### src/rtl/cmd_parser.sv
// C&C frame assembler and rate-limited command issuer: 5-byte frames are queued (2 deep)
// and issued as cmd_rqst pulses spaced by MIN_GAP cycles. Optional: CMD_PARSER_TIMEOUT_EN.
module cmd_parser #(
  parameter int unsigned MIN_GAP = 16,
  parameter int unsigned TIMEOUT = 1024
) (
  input  logic        clk,
  input  logic        rst_n,
  input  logic [7:0]  rx_data,
  input  logic        rx_valid,
  input  logic        rx_sof,
  output logic [5:0]  cmd_addr,
  output logic [31:0] cmd_data,
  output logic        cmd_requires_resp,
  output logic        cmd_ptt,
  output logic        cmd_rqst,
  output logic [1:0]  q_count,
  output logic [7:0]  err_cnt
);

  typedef enum logic {
    S_IDLE    = 1'b0,
    S_COLLECT = 1'b1
  } state_e;

  localparam logic [7:0] GAP_LOAD = 8'(MIN_GAP - 1);

  if ((MIN_GAP < 1) || (MIN_GAP > 255) || (TIMEOUT < 2) || (TIMEOUT > 65535)) begin : g_param_range
    $error("cmd_parser: MIN_GAP must be 1..255 and TIMEOUT 2..65535");
  end

  state_e      state_q;
  logic [2:0]  idx_q;
  logic [7:0]  frame_q [4];
  logic [39:0] fifo_q [2];
  logic        wr_ptr_q;
  logic        rd_ptr_q;
  logic [1:0]  count_q;
  logic [1:0]  count_d;
  logic [7:0]  gap_q;
  logic [7:0]  err_cnt_q;
  logic [7:0]  err_cnt_d;
  logic [5:0]  cmd_addr_q;
  logic [31:0] cmd_data_q;
  logic        cmd_resp_q;
  logic        cmd_ptt_q;
  logic        cmd_rqst_q;

  logic        sof_abort;
  logic        frame_done;
  logic        pop;
  logic        push;
  logic        drop;
  logic        timeout;
  logic [39:0] frame_word;

`ifdef CMD_PARSER_TIMEOUT_EN
  logic [15:0] idle_q;
  assign timeout = (state_q == S_COLLECT) && !rx_valid && (idle_q == 16'(TIMEOUT - 1));
`else
  assign timeout = 1'b0;
`endif

  always_comb begin
    sof_abort  = rx_valid && rx_sof && (state_q == S_COLLECT);
    frame_done = rx_valid && !rx_sof && (state_q == S_COLLECT) && (idx_q == 3'd4);
    pop        = (count_q != 2'd0) && (gap_q == 8'd0);
    // A full FIFO still accepts the new frame when an entry leaves on the same edge.
    push       = frame_done && ((count_q != 2'd2) || pop);
    drop       = frame_done && !push;
    frame_word = {frame_q[0], frame_q[1], frame_q[2], frame_q[3], rx_data};

    count_d = count_q;
    if (push && !pop) begin
      count_d = count_q + 2'd1;
    end else if (pop && !push) begin
      count_d = count_q - 2'd1;
    end

    err_cnt_d = err_cnt_q;
    if ((sof_abort || drop || timeout) && (err_cnt_q != 8'hFF)) begin
      err_cnt_d = err_cnt_q + 8'd1;
    end
  end

  always_ff @(posedge clk or negedge rst_n) begin
    if (!rst_n) begin
      state_q    <= S_IDLE;
      idx_q      <= 3'd0;
      wr_ptr_q   <= 1'b0;
      rd_ptr_q   <= 1'b0;
      count_q    <= 2'd0;
      gap_q      <= 8'd0;
      err_cnt_q  <= 8'd0;
      cmd_addr_q <= 6'd0;
      cmd_data_q <= 32'd0;
      cmd_resp_q <= 1'b0;
      cmd_ptt_q  <= 1'b0;
      cmd_rqst_q <= 1'b0;
      for (int i = 0; i < 4; i++) frame_q[i] <= 8'd0;
      for (int i = 0; i < 2; i++) fifo_q[i] <= 40'd0;
`ifdef CMD_PARSER_TIMEOUT_EN
      idle_q     <= 16'd0;
`endif
    end else begin
      case (state_q)
        S_IDLE: begin
          if (rx_valid && rx_sof) begin
            frame_q[0] <= rx_data;
            idx_q      <= 3'd1;
            state_q    <= S_COLLECT;
          end
        end
        S_COLLECT: begin
          if (sof_abort) begin
            frame_q[0] <= rx_data;
            idx_q      <= 3'd1;
          end else if (frame_done) begin
            idx_q   <= 3'd0;
            state_q <= S_IDLE;
          end else if (rx_valid) begin
            frame_q[idx_q[1:0]] <= rx_data;
            idx_q               <= idx_q + 3'd1;
          end else if (timeout) begin
            idx_q   <= 3'd0;
            state_q <= S_IDLE;
          end
        end
        default: state_q <= S_IDLE;
      endcase

      if (push) begin
        fifo_q[wr_ptr_q] <= frame_word;
        wr_ptr_q         <= ~wr_ptr_q;
      end

      cmd_rqst_q <= pop;
      if (pop) begin
        rd_ptr_q   <= ~rd_ptr_q;
        cmd_resp_q <= fifo_q[rd_ptr_q][39];
        cmd_addr_q <= fifo_q[rd_ptr_q][38:33];
        cmd_ptt_q  <= fifo_q[rd_ptr_q][32];
        cmd_data_q <= fifo_q[rd_ptr_q][31:0];
        gap_q      <= GAP_LOAD;
      end else if (gap_q != 8'd0) begin
        gap_q <= gap_q - 8'd1;
      end

      count_q   <= count_d;
      err_cnt_q <= err_cnt_d;

`ifdef CMD_PARSER_TIMEOUT_EN
      if ((state_q == S_COLLECT) && !rx_valid && !timeout) begin
        idle_q <= idle_q + 16'd1;
      end else begin
        idle_q <= 16'd0;
      end
`endif
    end
  end

  assign cmd_addr          = cmd_addr_q;
  assign cmd_data          = cmd_data_q;
  assign cmd_requires_resp = cmd_resp_q;
  assign cmd_ptt           = cmd_ptt_q;
  assign cmd_rqst          = cmd_rqst_q;
  assign q_count           = count_q;
  assign err_cnt           = err_cnt_q;

endmodule
### config.mk
export PLATFORM = sky130hd
export DESIGN_NAME = cmd_parser
export DESIGN_NICKNAME = d
export VERILOG_FILES = /design/src/rtl/cmd_parser.sv
export SDC_FILE = /design/constraint.sdc
export NUM_CORES = 1
export LEC_CHECK = 0
export CORE_MARGIN = 1.5
export CORE_UTILIZATION = 50
export CTS_CLUSTER_SIZE = 24
export DETAILED_ROUTE_END_ITERATION = 12
export HOLD_SLACK_MARGIN = 0.15
export PLACE_DENSITY = 0.69
export SLEW_MARGIN = 40
export SYNTH_ARGS = -nofsm -noshare
export SYNTH_HDL_FRONTEND = slang
export SYNTH_SLANG_ARGS = --single-unit
export TNS_END_PERCENT = 20
### constraint.sdc
create_clock -name clk -period 5.65 [get_ports clk]
set_input_delay 1.13 -clock clk [delete_from_list [all_inputs] [get_ports clk]]
set_output_delay 1.13 -clock clk [all_outputs]
set_load 0.01 [all_outputs]
# == Word-level counts from Yosys, hierarchy flattened ==
# Index checks and enable logic that the tools add are counted.
# word_totals
reg_bits,177
mem_count,0
elab_cells,96
rom_bits,0
ram_bits,0
latch_bits,0
in_bits,12
# classes
n_reduce_logical,26
n_mux,27
n_eq_ne,7
shifts,0
bitwise,8
addsub,5
multipliers,0
n_lt_le_gt_ge,5
div,0
# op_table
cell,n
$mux 40,4
$bwmux 80,1
$mux 32,2
$demux 40 s1,1
$mux 8,5
$bwmux 32,1
$demux 8 s2,1
$pmux 8 s2,1
$logic_and 1x1->1,13
$mux 3,4
$add 8x1->8 const B,1
$logic_not 8->1,1
$ne 8x8->1 const B,1
$reduce_bool 8->1,1
$sub 8x1->8 const B,1
$pmux 3 s2,1
$reduce_bool 2->1,3
$not 1->1,5
$ge 2x2->1 const B,2
$mux 2,2
$ne 2x2->1 const B,2
$ne 4x2->1 const B,1
$not 1->2,2
$reduce_and 4->1,1
16 further kinds,21

# == Longest topological paths before layout ==
# Gate-level depths: netlist of run 1.
# depth
depth_word,10
ltp_mapped,10
mapped_depth_nobuf,9

# == Least setup slack after synthesis of run 1 ==
# No wires, ideal clock.
# synth_path
kind,input port to flip-flop
startpoint,input rx_valid
endpoint,register fifo_q[41] (netlist bit)
slack_ns,2.964
t_arrival_ns,2.561
cell_stages,7
t_required_ns,5.525
path_buffers,3
setup_time_ns,0.125
cell_sequence,buf_2 -> nand3b_4 -> or2_4 -> or3_1 -> buf_2 -> buf_6 -> mux2_4
# synth_via
elab_chain_len,4
# synth_rtl
item,line_no,rtl
"start, declared",10,"input logic rx_valid,"
$logic_and 1x1->1 (3 in a row),66,frame_done = rx_valid && !rx_sof && (state_q == S_COLLECT) && (idx_q == 3'd4);
$logic_and 1x1->1,69,push = frame_done && ((count_q != 2'd2) || pop);
"end signal, assigned by index",133,fifo_q[wr_ptr_q] <= frame_word;
"end, declared",35,logic [39:0] fifo_q [2];
# No other way between the ends.
# A chain may end at the register's enable or synchronous reset.

# == Worst setup path in the final report of run 1 ==
# layout_path
startpoint,input rx_valid
endpoint,register fifo_q[75] (netlist bit)
# Same word-level chain as after synthesis.

==> summary by stage, run 1 <==
Clocking
The clock net in this run drives a total of about 180 sinks. After clock tree synthesis, the clock-pin slew on the worst setup and hold paths is approximately 60 ps. The CTS tree is yes.

Clock tree synthesis inserted a total of 17 buffers. The H-tree level count is 4. The buffer depth of the longest clock path is 2.

The count of cells resized by post-cts repair is 0. The cell chosen for the clock root is sky130_fd_sc_hd__clkbuf_16. Clock latency on the worst-skew pair, taken at its later pin, is 420 ps. The number of hold buffers added after cts is 0. After clock tree synthesis, the setup repair step added 0 buffers.

Timing
Setup repair after global routing left no endpoint under its margin. Timing would allow up to 0.316 GHz. On the final layout, the worst hold slack is roughly 480 ps. The number of slew-limit violations in the final report is 0.

At the pin with the least slew margin, the transition time is 827 ps. The post-route clock period utilization is 0.561. The final worst clock skew is between 4 and 5 ps.

Headroom to the max-slew limit came out at 0.449. The minimum clock period is between 3000 and 4000 ps. The final number of setup-violating endpoints is 0. After routing, the total negative slack on setup checks comes to 0 ps. The final count of hold timing violations is 0.

Pwr
Of the total power, the share spent switching nets is 0.293. The power spent charging and discharging nets is 1300 uW. The maximum vdd drop is 0.000246 V. The power per cell area is approximately 500 nW/um^2. Of the total power, combinational logic draws 0.288. The register share of total power is 0.455. The analysis attributes to cell leakage a power of ~0.0042 uW.

The cell-internal power is roughly 3100 uW. The completed layout was analyzed and its total power is between 4000 and 5000 uW. Of the total power, the clock network draws 0.257.

Floorplan
The core area is ~15,000 um^2. The initial cell density of the core is 0.514. The overall die width is roughly 130 um. The floorplan has 44 rows. The die is between 100 and 150 um tall. The area of the die is approximately 16,000 um^2. The count of boundary I/O pins is 63.

Hold path
The tightest min-delay check is of the reg -> reg type.

Logic synthesis
The average instance in the mapped netlist occupies ~14 um^2. Counting flops and latches in the post-synthesis netlist gives roughly 180. The most numerous cell in the Yosys netlist is sky130_fd_sc_hd__dfrtp_1. After synthesis the cells add up to ~7500 um^2. By area the synthesized netlist is led by sky130_fd_sc_hd__dfrtp_1 59%, sky130_fd_sc_hd__mux2_2 9.9%, sky130_fd_sc_hd__mux2_4 7.8%. For this run, the register share of the synthesized area comes to 0.588. The total of warnings raised by yosys is 0. In this run, synthesis inferred 0 flip-flops with an integrated enable. The number of different library cells used by synthesis comes to just under 50. The post-synth net total is around 570.

Of all cell types, the one taking the most synthesized area is sky130_fd_sc_hd__dfrtp_1. The top flip-flop cell by instance count after synthesis is sky130_fd_sc_hd__dfrtp_1. The share of synthesized area in the top cell type comes to 0.588.

After synthesis, the most frequently instantiated cells are 177 x sky130_fd_sc_hd__dfrtp_1, 66 x sky130_fd_sc_hd__mux2_2, 49 x sky130_fd_sc_hd__nor2_1, 46 x sky130_fd_sc_hd__a21oi_1, 41 x sky130_fd_sc_hd__mux2i_1. After synthesis, the share of flip-flops with an asynchronous set or reset is 1.00. In the synthesized netlist, the number of instances is about 550.

Route
The final wirelength is between 10,000 and 15,000 um. The number of iterations in the first detailed-routing pass is 10. The per-cell via count in the routed design is 5.49.

The number of DRC violations after detailed-routing iteration 0 is 294. The count of nets left with antenna violations once routing finished came out at 0. The average detailed-routed wire length per instance is around 18 um. For this block, the via count after detailed routing is 4,411. The detailed-route DRC error count is 4.

GRT
The met2 track demand over resource is 0.310. The total global routing track utilization is 0.195. The initial antenna violation count is 0. The routing usage on met1 is 0.265.

The via count of the first global-routing pass came to between 4,000 and 5,000. After global routing the overflow that remains totals 0. Entering global routing, the biggest net connects 94 pins. In the global route stage, met3 resource usage came out at 0.0399. The first global-routing pass estimated ~24,000 um of wire. The layer flagged by global routing as most heavily used is met2.

Place
The placer congestion estimate is ~0.78. In this run, placement finished with an instance count of between 700 and 800. The detailed-placement wirelength estimate is 8640 um. The count of buffers added on input and output ports is 62.

Setup path
Data arrives at the worst endpoint at ~3500 ps. The critical path contains buffers and inverters numbering 2 combined. Walking the worst path, the cells encountered are clkdlybuf4s50_1 -> nand3b_4 -> or2_4 -> or3_2 -> buf_4 -> mux2_4.

The required time of the critical path is ~6000 ps. The startpoint type of the worst setup path is an input port. The kind of capture point of the worst setup path is a flip-flop. The worst setup path is of the in -> reg kind. For this run, the slowest stage of the critical path takes about 680 ps. In this design, the largest share of critical-path delay is due to buffers and inverters. The critical-path cell with the highest stage delay is sky130_fd_sc_hd__clkdlybuf4s50_1. Of all nets on the critical path, the largest fanout is roughly 40.

Layout
In the final design database the tool counted between 600 and 700 nets. From synthesis to final layout, the design area changed by 17.7%. 0 antenna diodes ended up in the layout. In the final layout, the share of cells above drive strength 1 is 0.248. The count of placed standard cells in the final layout, fillers left out is 804.

Job
The number of maximum-capacitance violations is 0.

Outcome
The checks that failed: design-rule violations. The run finished, with violations left.
[placed cells by master (no fill, tap or decap), types with 7 or more instances in the layout]
cell,netlist,layout
sky130_fd_sc_hd__dfrtp_1,177,176
sky130_fd_sc_hd__mux2_2,66,66
sky130_fd_sc_hd__nand2_1,16,16
sky130_fd_sc_hd__clkdlybuf4s50_1,0,61
sky130_fd_sc_hd__a21oi_1,46,46
sky130_fd_sc_hd__mux2i_1,41,41
sky130_fd_sc_hd__nor2_1,49,49
sky130_fd_sc_hd__ha_1,7,7
sky130_fd_sc_hd__clkbuf_16,0,17
sky130_fd_sc_hd__mux2_4,39,39
sky130_fd_sc_hd__mux2_1,13,13
[registers in the layout (all words and copies together) (netlist names)]
name,cells
gap_q,8
cmd_rqst,1
q_count,2
fifo_q,80
frame_q,32
wr_ptr_q,1
idx_q,3
state_q,1
cmd_ptt,1
rd_ptr_q,1
cmd_addr,6
err_cnt,8
cmd_requires_resp,1
cmd_data,32
[layout make-up]
class | instances | area [um^2]
Tap cell | 184 | 230
Multi-Input combinational cell | 336 | 2920
Fill cell | 1151 | 5780
Inverter | 7 | 26.3
Clock buffer | 25 | 485
Timing Repair Buffer | 69 | 689
Sequential cell | 177 | 4430
Clock inverter | 6 | 80.1
[cells by family after synthesis]
group | after synthesis | synth area share
compound gates | 68 | 0.0510
flops | 177 | 0.588
buf+inv | 34 | 0.0256
xor+xnor | 7 | 0.00814
fa+ha+maj | 7 | 0.0116
simple gates | 95 | 0.0650
mux | 159 | 0.250
[power by group through the flow]
stage / Sequential (uW) / Combinational [uW] / Clock (uW)
after floorplan: 2030 / 733 / 0
after global placement: 2000 / 1250 / 0
after detailed placement: 2030 / 1290 / 0
after CTS: 2020 / 1300 / 1160
after global routing: 2080 / 1400 / 1210
final: 2020 / 1280 / 1140
[final timing paths]
kind | from | endpoint | slack (ps) | cells after the start
setup / recovery | rx_valid | fifo_q[75]$_DFFE_PN0P_ | 2480 | 6
max in group asynchronous | rst_n | err_cnt[3]$_DFFE_PN0P_ | 3810 | 2
hold / removal | fifo_q[13]$_DFFE_PN0P_ | fifo_q[13]$_DFFE_PN0P_ | 480 | 1
min in group asynchronous | rst_n | cmd_addr[2]$_DFFE_PN0P_ | 760 | 1
setup reg to reg | gap_q[0]$_DFFE_PN0P_ | fifo_q[75]$_DFFE_PN0P_ | 3040 | 7
hold reg to reg | fifo_q[13]$_DFFE_PN0P_ | fifo_q[13]$_DFFE_PN0P_ | 480 | 1
[stage by stage]
stage	area (um^2)	utilization	setup slack (ps)
after CTS	8840	0.604	2500
after global placement	8270	0.565	2110
after floorplan	7530	-	2960
final	8860	0.605	2480
after detailed placement	8270	0.565	2060
after global routing	8860	0.605	2410
[per-layer routing]
metal,part of all wire,wire length [um]
met1,0.46,6580
met2,0.49,6980
met3,0.024,344
met4,0.020,286
met5,0,0
Note: power is estimated with default switching activity, not from simulation.
==> run 2: changes to the inputs <==
PLACE_DENSITY = 0.72   (was 0.69)
clock period = 2.8 ns   (was 5.65 ns; I/O delays follow)
==> run 2 against run 1 <==
The run still ends with design-rule violations left; non-clock buffer count is 6 higher; routed wire length fell by 0.92%; power increased by 100%; clock skew up 1.4 ps; largest power group unchanged; final area up 1.4%; via count up 0.59%; sequential share of layout area down 0.70 points.
==> summary by stage, run 2 (synthesis results as in run 1) <==
Outcome
The run finished, with violations left. The checks that failed: design-rule violations.

Setup path
The maximum cell stage delay along the critical path is 480 ps. The largest driver fanout on the critical path is between 40 and 50. The required time of the critical path is 3100 ps. The cell type group with the largest total delay on the critical path is simple AND/OR/NAND/NOR gates.

Traced cell by cell, the critical path runs through inv_1 -> ha_1 -> nand2_1 -> or2_4 -> or3_2 -> buf_12 -> mux2_4. The worst path buffer plus inverter count is 2. The critical path is of the reg -> reg type. For this design, the slowest cell found on the critical path is sky130_fd_sc_hd__or3_2.

The worst setup path is captured at a flip-flop. The worst setup path is launched from a flip-flop. The data arrival time of the critical path is 2710 ps.

Layout
The diode insertion count for antenna repair is 0. The fraction of final layout cells sized beyond drive strength 1 is 0.253. The most flop-heavy register is fifo_q. The area added between synthesis and finish is 19.3%.

The filler cell count in the final layout is around 1,200. The total number of nets in the final design is roughly 630. The register with the most flip-flops in the layout has 80 of them. The library cell used most frequently in the layout, excluding fill and tap cells, is sky130_fd_sc_hd__dfrtp_1. The total area of multi-input combinational cells is just under 3000 um^2. The sequential cells in the finished layout cover a total of about 4400 um^2. The top cell types in the final layout, fill and taps aside, are 176 x sky130_fd_sc_hd__dfrtp_1, 66 x sky130_fd_sc_hd__mux2_2, 61 x sky130_fd_sc_hd__clkdlybuf4s50_1, 49 x sky130_fd_sc_hd__nor2_1, 46 x sky130_fd_sc_hd__a21oi_1. The core occupancy in the finished layout is 0.614.

Place
Detailed placement ended at an HPWL of about 9000 um. The placer congestion estimate is 0.826. The port buffer count is between 60 and 70.

GRT
The via count of the first global-routing pass is 4,558. The total global routing track utilization is 0.191. The total overflow left after global routing is 0. The pin count of the biggest net entering global routing is 65. The initial antenna violation count is 0. The first global-routing pass estimated 23,500 um of wire.

Floorplan
In this run the horizontal extent of the chip is approximately 130 um. The initialized floorplan defines 44 standard-cell rows. During I/O placement, the number of pins put on the boundary was 63. For this configuration, the core starts out at a cell density of 0.514. The floorplan step defined a die boundary enclosing ~16,000 um^2. The die height is 126 um. The floorplan step defined a core boundary enclosing about 15,000 um^2.

Job
The number of maximum-capacitance violations is 0.

Pwr
For this design the static power due to leakage is 0.00428 uW. The power per cell area is 1010 nW/um^2. The maximum vdd drop is 0.000585 V.

Clocking
The longest clock path from root to sink contains 2 buffers. The H-tree generated during clock tree synthesis spans 4 levels. The clock slew seen by the registers of the worst setup and hold paths is 60 ps. For the worst-skew pair, the clock arrives at the later sink with an insertion delay of about 420 ps.

For this design, the sink count on the clock tree is around 180. TritonCTS built the clock tree. In this run the clock root is driven by a sky130_fd_sc_hd__clkbuf_16. The number of clock buffers added by TritonCTS is 17.

Route
The first routing iteration left ~280 violations. The per-cell via count in the routed design is about 5.5. The post-detailed-route count of antenna-violating nets is 0.

The number of iterations in the first detailed-routing pass is 12. After detailed routing, the average wire length per cell comes to 17.4 um. The final layout contains routed wiring with a total length of ~14,000 um. The detailed-route DRC error count is 3. For this block, the via count after detailed routing is 4,437.

Timing
The worst pin sits at a relative slew slack of 0.599. Setup repair after global routing left no endpoint under its margin. The highest achievable clock rate is roughly 0.42 GHz.

The minimum clock period is ~2400 ps. Setup violations remaining at the end of the flow were counted as 0. After routing, the total negative slack on setup checks comes to 0 ps.

The final count of hold timing violations is 0. The post-route clock period utilization is 0.860. The number of slew-limit violations in the final report is 0.

The final worst clock skew is roughly 5.7 ps. The slew at the pin with the worst max-slew slack is ~600 ps.

Hold path
The classification of the worst-slack hold path is reg -> reg.
[run 2: cell types whose count changed in the layout (fill, tap and decap cells not counted), sizes merged]
| cell | before | now |
|---|---|---|
| clkinv | 4 | 3 |
| clkbuf | 26 | 24 |
| dlygate4sd3 | 0 | 1 |
| bufinv | 2 | 3 |
| buf | 7 | 13 |
[run 2: worst reg2reg max path, stage by stage, from the launching register on]
cell and delay (ps):
sky130_fd_sc_hd__dfrtp_1 400, sky130_fd_sc_hd__inv_1 140, sky130_fd_sc_hd__ha_1 270, sky130_fd_sc_hd__nand2_1 120
sky130_fd_sc_hd__or2_4 290, sky130_fd_sc_hd__or3_2 480, sky130_fd_sc_hd__buf_12 240, sky130_fd_sc_hd__mux2_4 350
[run 2: final timing paths]
check / from / end / slack, ps / depth (start not counted)
max: idx_q[1]$_DFFE_PN0P_ / fifo_q[60]$_DFFE_PN0P_ / 390 / 7
min: fifo_q[21]$_DFFE_PN0P_ / fifo_q[21]$_DFFE_PN0P_ / 480 / 1
max reg2reg: idx_q[1]$_DFFE_PN0P_ / fifo_q[60]$_DFFE_PN0P_ / 390 / 7
min reg2reg: fifo_q[21]$_DFFE_PN0P_ / fifo_q[21]$_DFFE_PN0P_ / 480 / 1
max in group asynchronous: rst_n / frame_q[1]$_DFFE_PN0P_ / 1310 / 3
min in group asynchronous: rst_n / cmd_addr[2]$_DFFE_PN0P_ / 680 / 2
[run 2: repair_timing]
item,in CTS,in global routing
hold buffers,1,0
setup buffers,0,0
resized for setup,0,0
hold endpoints to repair,29,0
[run 2: metal layers]
layer	track usage	share of wire
met1	0.261	0.48
met2	0.303	0.48
met3	0.0472	0.029
met4	0.0609	0.012
met5	0	0
[run 2: layout make-up]
type / instances / area share
inverters: 7 / 0.00292
multi-input cells: 336 / 0.324
flip-flops and latches: 177 / 0.493
repair buffers: 75 / 0.0887
clock buffers: 24 / 0.0536
clock inverters: 6 / 0.0117
well taps: 184 / 0.0256
[run 2: report_power, final]
group | total [uW] | internal, uW | leakage [uW] | switching (uW)
clock | 2370 | 1460 | 0.000290 | 914
sequential | 4140 | 3430 | 0.00229 | 707
combinational | 2540 | 1540 | 0.00170 | 999
[run 2: stage by stage]
| step | cells | instance area, um^2 | setup WS (ps) | power (uW) | hold WS, ps |
|---|---|---|---|---|---|
| global placement | 778 | 8390 | 166 | 6590 | 468 |
| detailed placement | 778 | 8390 | 141 | 6730 | 475 |
| floorplan | 547 | 7530 | 684 | 5570 | 264 |
| CTS | 809 | 8990 | 376 | 9130 | 488 |
| global route | 809 | 8990 | 269 | 9560 | 502 |
| finish | 809 | 8990 | 392 | 9060 | 482 |
